## config.mk

```make
export PLATFORM = sky130hd
export DESIGN_NAME = prob_led_array
export DESIGN_NICKNAME = d
export VERILOG_FILES = /design/src/rtl/prob_led_pkg.sv /design/src/rtl/prob_lfsr.sv /design/src/rtl/prob_led_array.sv
export SDC_FILE = /design/constraint.sdc
export NUM_CORES = 1
export LEC_CHECK = 0
export BUFFER_PORTS_ARGS = -buffer_cell sky130_fd_sc_hd__buf_2
export CAP_MARGIN = 15
export CORE_MARGIN = 2
export CORE_UTILIZATION = 55
export DETAILED_ROUTE_END_ITERATION = 12
export GPL_ROUTABILITY_DRIVEN = 0
export PLACE_DENSITY_LB_ADDON = 0.05
export SLEW_MARGIN = 20
export SYNTH_ARGS = -nofsm -noshare
export SYNTH_HDL_FRONTEND = slang
export SYNTH_HIERARCHICAL = 1
export SYNTH_SLANG_ARGS = --single-unit
```

## constraint.sdc

```tcl
create_clock -name clk -period 8.4 [get_ports clk]
set_input_delay 1.68 -clock clk [delete_from_list [all_inputs] [get_ports clk]]
set_output_delay 1.68 -clock clk [all_outputs]
set_load 0.1 [all_outputs]
```

## src/rtl/prob_led_pkg.sv

```systemverilog
// rtl/prob_led_pkg.sv - shared types, threshold table and LFSR constants for prob_led_array
package prob_led_pkg;

  typedef enum logic {IDLE, HOLD} state_t;

  localparam logic [15:0] LFSR_TAPS   = 16'hB400;
  localparam logic [15:0] SEED_SPREAD = 16'h9E37;

  // Out of 256: roughly 10%, 20%, 30%, 50% on-probability per draw.
  localparam logic [7:0] THRESH [4] = '{8'd26, 8'd51, 8'd77, 8'd128};

  function automatic logic [7:0] thresh_of(input int unsigned idx);
    logic [1:0] sel;
    sel = (idx > 3) ? 2'd3 : idx[1:0];
    return THRESH[sel];
  endfunction

  function automatic logic [15:0] chan_seed(input logic [15:0] base, input int unsigned idx);
    logic [31:0] prod;
    logic [15:0] s;
    prod = idx * 32'(SEED_SPREAD);
    s    = base ^ prod[15:0];
    return (s == 16'h0000) ? 16'h0001 : s;
  endfunction

endpackage

```

## src/rtl/prob_lfsr.sv

```systemverilog
// rtl/prob_lfsr.sv - 16-bit Galois LFSR, steps every cycle outside reset
module prob_lfsr #(
  parameter logic [15:0] SEED = 16'h0001
) (
  input  logic        clk,
  input  logic        rst,
  output logic [15:0] out
);
  import prob_led_pkg::*;

  logic [15:0] lfsr_q;
  logic [15:0] lfsr_d;

  always_comb begin
    lfsr_d = {1'b0, lfsr_q[15:1]};
    if (lfsr_q[0]) lfsr_d = lfsr_d ^ LFSR_TAPS;
  end

  always_ff @(posedge clk or posedge rst) begin
    if (rst) lfsr_q <= SEED;
    else     lfsr_q <= lfsr_d;
  end

  assign out = lfsr_q;

endmodule

```

## src/rtl/prob_led_array.sv

```systemverilog
// rtl/prob_led_array.sv - multi-channel probabilistic LED driver with hold timer and neighbour boost
module prob_led_array #(
  parameter int          NUM_LED     = 18,
  parameter int          NUM_LEVELS  = 4,
  parameter int          HOLD_CYCLES = 1,
  parameter int          PROPAGATE   = 0,
  parameter int          BOOST       = 64,
  parameter logic [15:0] SEED        = 16'hACE1,
  localparam int         LW = (NUM_LEVELS > 1) ? $clog2(NUM_LEVELS) : 1,
  localparam int         CW = $clog2(NUM_LED + 1),
  localparam int         HW = (HOLD_CYCLES > 1) ? $clog2(HOLD_CYCLES) : 1
) (
  input  logic               clk,
  input  logic               rst,
  input  logic               enable,
  input  logic [LW-1:0]      level,
  input  logic [NUM_LED-1:0] chan_mask,
  output logic [NUM_LED-1:0] led,
  output logic [CW-1:0]      lit_count,
  output logic               draw_strobe
);
  import prob_led_pkg::*;

  logic [15:0]        rnd [NUM_LED];
  logic [NUM_LED-1:0] unused_hi;

  for (genvar g = 0; g < NUM_LED; g++) begin : g_lfsr
    prob_lfsr #(.SEED(chan_seed(SEED, g))) u_lfsr (
      .clk (clk),
      .rst (rst),
      .out (rnd[g])
    );
    assign unused_hi[g] = ^rnd[g][15:8];
  end

  state_t             state_q, state_d;
  logic [NUM_LED-1:0] led_q, led_d;
  logic [CW-1:0]      lit_q, lit_d;
  logic               strobe_q, strobe_d;
  logic [HW-1:0]      hold_q, hold_d;

  function automatic logic [CW-1:0] popcount(input logic [NUM_LED-1:0] v);
    logic [CW-1:0] c;
    c = '0;
    for (int i = 0; i < NUM_LED; i++) c = c + CW'(v[i]);
    return c;
  endfunction

  int unsigned        lvl_eff;
  logic [7:0]         base_t;
  logic [8:0]         boost_sum;
  logic [7:0]         boost_t;
  logic [NUM_LED+1:0] led_pad;
  logic [NUM_LED-1:0] draw;

  // Zero-padded led so the end channels see a single neighbour without wrap.
  always_comb begin
    lvl_eff = 32'(level);
    if (lvl_eff > 32'(NUM_LEVELS - 1)) lvl_eff = 32'(NUM_LEVELS - 1);
    base_t    = thresh_of(lvl_eff);
    boost_sum = {1'b0, base_t} + 9'(BOOST);
    boost_t   = boost_sum[8] ? 8'hFF : boost_sum[7:0];
    led_pad   = {1'b0, led_q, 1'b0};
    draw      = '0;
    for (int i = 0; i < NUM_LED; i++) begin
      if ((PROPAGATE != 0) && (led_pad[i] || led_pad[i+2]))
        draw[i] = chan_mask[i] && (rnd[i][7:0] < boost_t);
      else
        draw[i] = chan_mask[i] && (rnd[i][7:0] < base_t);
    end
  end

  always_comb begin
    state_d  = state_q;
    led_d    = led_q;
    lit_d    = lit_q;
    strobe_d = 1'b0;
    hold_d   = hold_q;
    if (!enable) begin
      state_d = IDLE;
      led_d   = '0;
      lit_d   = '0;
    end else if (state_q == IDLE || hold_q == '0) begin
      state_d  = HOLD;
      led_d    = draw;
      lit_d    = popcount(draw);
      strobe_d = 1'b1;
      hold_d   = HW'(HOLD_CYCLES - 1);
    end else begin
      hold_d = hold_q - HW'(1);
    end
  end

  always_ff @(posedge clk or posedge rst) begin
    if (rst) begin
      state_q  <= IDLE;
      led_q    <= '0;
      lit_q    <= '0;
      strobe_q <= 1'b0;
      hold_q   <= '0;
    end else begin
      state_q  <= state_d;
      led_q    <= led_d;
      lit_q    <= lit_d;
      strobe_q <= strobe_d;
      hold_q   <= hold_d;
    end
  end

  assign led         = led_q;
  assign lit_count   = lit_q;
  assign draw_strobe = strobe_q;

endmodule

```

==> impl_metrics.csv <==
group,metric,value,unit
setup_path,worst-r2r-cell-count,17,
floorplanning,ios,47,
setup_path,slowest_delay,0.57,ns
clock_tree,clkSinkCount,314,
setup_path,endpoint_kind,"flop",
pwr,p_seq_share,45.5,%
global_routing,grt_pass1_vias,6964,
sta,setup_viol,0,
floorplanning,die_area,25200,um2
sta,fin_crit_sh,80.8,%
sta,rsz0062_at_grt,"false",
global_routing,globalRouteOverflowTotal,0,
setup_path,r2r-start,"g_lfsr[7].u_lfsr/out[1]$_DFF_PP0_",
placed_design,io_buffers,46,
sta,hold_ws,0.340,ns
placed_design,dp.final_hpwl,15300,um
setup_path,crit_required,8.83,ns
route,detail-route-antenna-nets,0,
setup_path,rrSetupSlack,3.35,ns
pwr,internal_power,2.54,mW
pwr,comb_power_share,11.7,%
clock_tree,cts_setup_buffers,0,
synthesis,avgSynthCellArea,14.3,um2
setup_path,crit_chain,"buf_2 -> inv_1 -> ha_1 -> inv_1 -> buf_4 -> ha_1 -> nand3_1 -> and4b_1 -> o21ai_0 -> fa_1 -> inv_1 -> fa_1 -> fa_1 -> fa_1 -> fa_1 -> ha_1 -> inv_1 -> fa_1 -> inv_1 -> a21o_1 -> a21oi_1 -> o21ai_0",
global_routing,grt_max_degree,37,
layout,syn_to_final_growth,5.30,%
route,wl_per_cell,18.9,um
setup_path,setup.worst_path.end,"lit_count[4]$_DFFE_PP0P_",
pwr,total_power,3.40,mW
pwr,p_leak,7.02,nW
clock_tree,path_clk_slew,0.07,ns
synthesis,yosys_warnings,6,
layout,n_fill_cell,1782,
floorplanning,num_rows,56,
synthesis,synth_cells,920,
floorplanning,die_y,159,um
pwr,p_sw,851,uW
layout,n_antenna_cell,0,
setup_path,critPathKind,"input pin to flop",
setup_path,slowest_stage,"fa_1",
global_routing,antenna_found_initial,0,
setup_path,arrival,7.21,ns
global_routing,grt_pass1_wl,37800,um
pwr,p_per_area,245,nW/um2
setup_path,r2r-end,"lit_count[4]$_DFFE_PP0P_",
route,wl,22800,um
route,drc_errors,0,
outcome,status,"finished, final reports clean",
placed_design,place_ws,1.02,ns
clock_tree,clockRootBuffer,"clkbuf_16",
sta,slew_violations,0,
clock_tree,clockBufferDepth,3,
pwr,pwr-share-clk,42.8,%
layout,drive_gt1_share,29.4,%
layout,regArea,8040,um2
synthesis,syn_nets,1093,
pwr,worst_ir_drop_vdd,0.000141,V
setup_path,cp-startpoint,"level[0]",
clock_tree,cts_tree,"built",
sta,setup_ws,1.61,ns
route,dr.pass1.iters,4,
floorplanning,die_w,159,um
route,avgViaCountPerCell,5.28,
sta,skew,0.0198,ns
pwr,switching_share,25.1,%
setup_path,cp_max_fo,16,
sta,slew_headroom,30.5,%
clock_tree,numCtsBuffers,34,
clock_tree,ctsHoldBuffers,0,
sta,min_period,6.79,ns
clock_tree,clk_latency,0.51,ns
worst_hold_path,hold_class,"flop to flop",
synthesis,synth_area,13200,um2
sta,fin_tns_setup,0,ns
setup_path,start_kind,"input pin",
layout,postLayoutCoreUtil,59.1,%
clock_tree,htree_levels,2,
layout,multi_input_area,3900,um2
route,drt_iter0_markers,284,
floorplanning,core,23500,um2
sta,tightestPinTransition,1.04,ns
sta,hold_violations,0,
sta,fmax,147,MHz
floorplanning,start_util,56.2,%
setup_path,worst_path_most_repeated_cell,"fa_1",
clock_tree,post_cts_resized,0,
route,vias,6353,
layout,final_nets,1033,
flow_run,maxCapViolations,0,
global_routing,grt_use_total,19.1,%
stage by stage:
stage	std cells	cell area, um2
after detailed placement	1143	12800
after CTS	1204	13900
after global placement	1143	12800
after floorplan	920	13200
final	1204	13900
after global routing	1204	13900
cell type report:
class | instances | area share, %
repair buffers | 54 | 2.09
well taps | 319 | 2.88
inverters | 37 | 1.00
flip-flops and latches | 314 | 57.9
clock buffers | 53 | 7.54
multi-input cells | 419 | 28.1
clock inverters | 8 | 0.514
critical path, delay by kind of cell:
kind | cells | cell delay (ns)
compound gates | 4 | 0.42
fa+ha+maj | 9 | 3.75
buf+inv | 7 | 1.08
simple gates | 2 | 0.26
flip-flops by register name (all words and copies together) (netlist names):
register and flops:
g_lfsr.u_lfsr/out 288, led 18, lit_count 5, draw_strobe 1, hold_q 1, state_q 1
power by group through the flow:
stage	logic (mW)	clock network (mW)	registers, mW
floorplan	0.207	0	1.67
global placement	0.394	0	1.57
detailed placement	0.401	0	1.57
CTS	0.408	1.50	1.54
global route	0.447	1.57	1.54
finish	0.398	1.45	1.54
routing by layer:
metal	routed length [um]	GRT usage (%)	part of all wire (%)
met5	0	0	0
met1	10500	26.2	46
met2	11100	31.2	49
met3	671	3.27	2.9
met4	540	6.38	2.4
worst min path at each step:
stage / start / endpoint / slack [ns] / depth (start not counted)
final: g_lfsr[14].u_lfsr/out[10]$_DFF_PP0_ / g_lfsr[14].u_lfsr/out[9]$_DFF_PP1_ / 0.34 / 0
after global routing: g_lfsr[14].u_lfsr/out[10]$_DFF_PP0_ / g_lfsr[14].u_lfsr/out[9]$_DFF_PP1_ / 0.35 / 0
after CTS: g_lfsr[14].u_lfsr/out[10]$_DFF_PP0_ / g_lfsr[14].u_lfsr/out[9]$_DFF_PP1_ / 0.35 / 0
after detailed placement: g_lfsr[2].u_lfsr/out[10]$_DFF_PP0_ / g_lfsr[2].u_lfsr/out[9]$_DFF_PP0_ / 0.34 / 0
after global placement: g_lfsr[13].u_lfsr/out[9]$_DFF_PP0_ / g_lfsr[13].u_lfsr/out[8]$_DFF_PP0_ / 0.33 / 0
after floorplan: g_lfsr[0].u_lfsr/out[9]$_DFF_PP0_ / g_lfsr[0].u_lfsr/out[8]$_DFF_PP0_ / 0.33 / 0
cells in the final DEF (no fill, tap or decap), drive strengths merged, types with 4 or more instances in the layout:
master     n
dfrtp    170
dfstp    144
nand3     14
buf       54
a31oi      4
o211ai     8
a21o       5
o21a       4
o2111ai   19
o21ai     17
ha       138
clkinv     7
clkbuf    53
xor2      56
or3b       7
a22o       8
nor2      11
and4b      6
a21oi     12
fa        12
a211o      4
nor2b      4
nand2     31
a211oi    17
inv       36
nor3b      7
o31ai      5
nand4b     5
No activity file was read; power rests on OpenSTA's default activity.
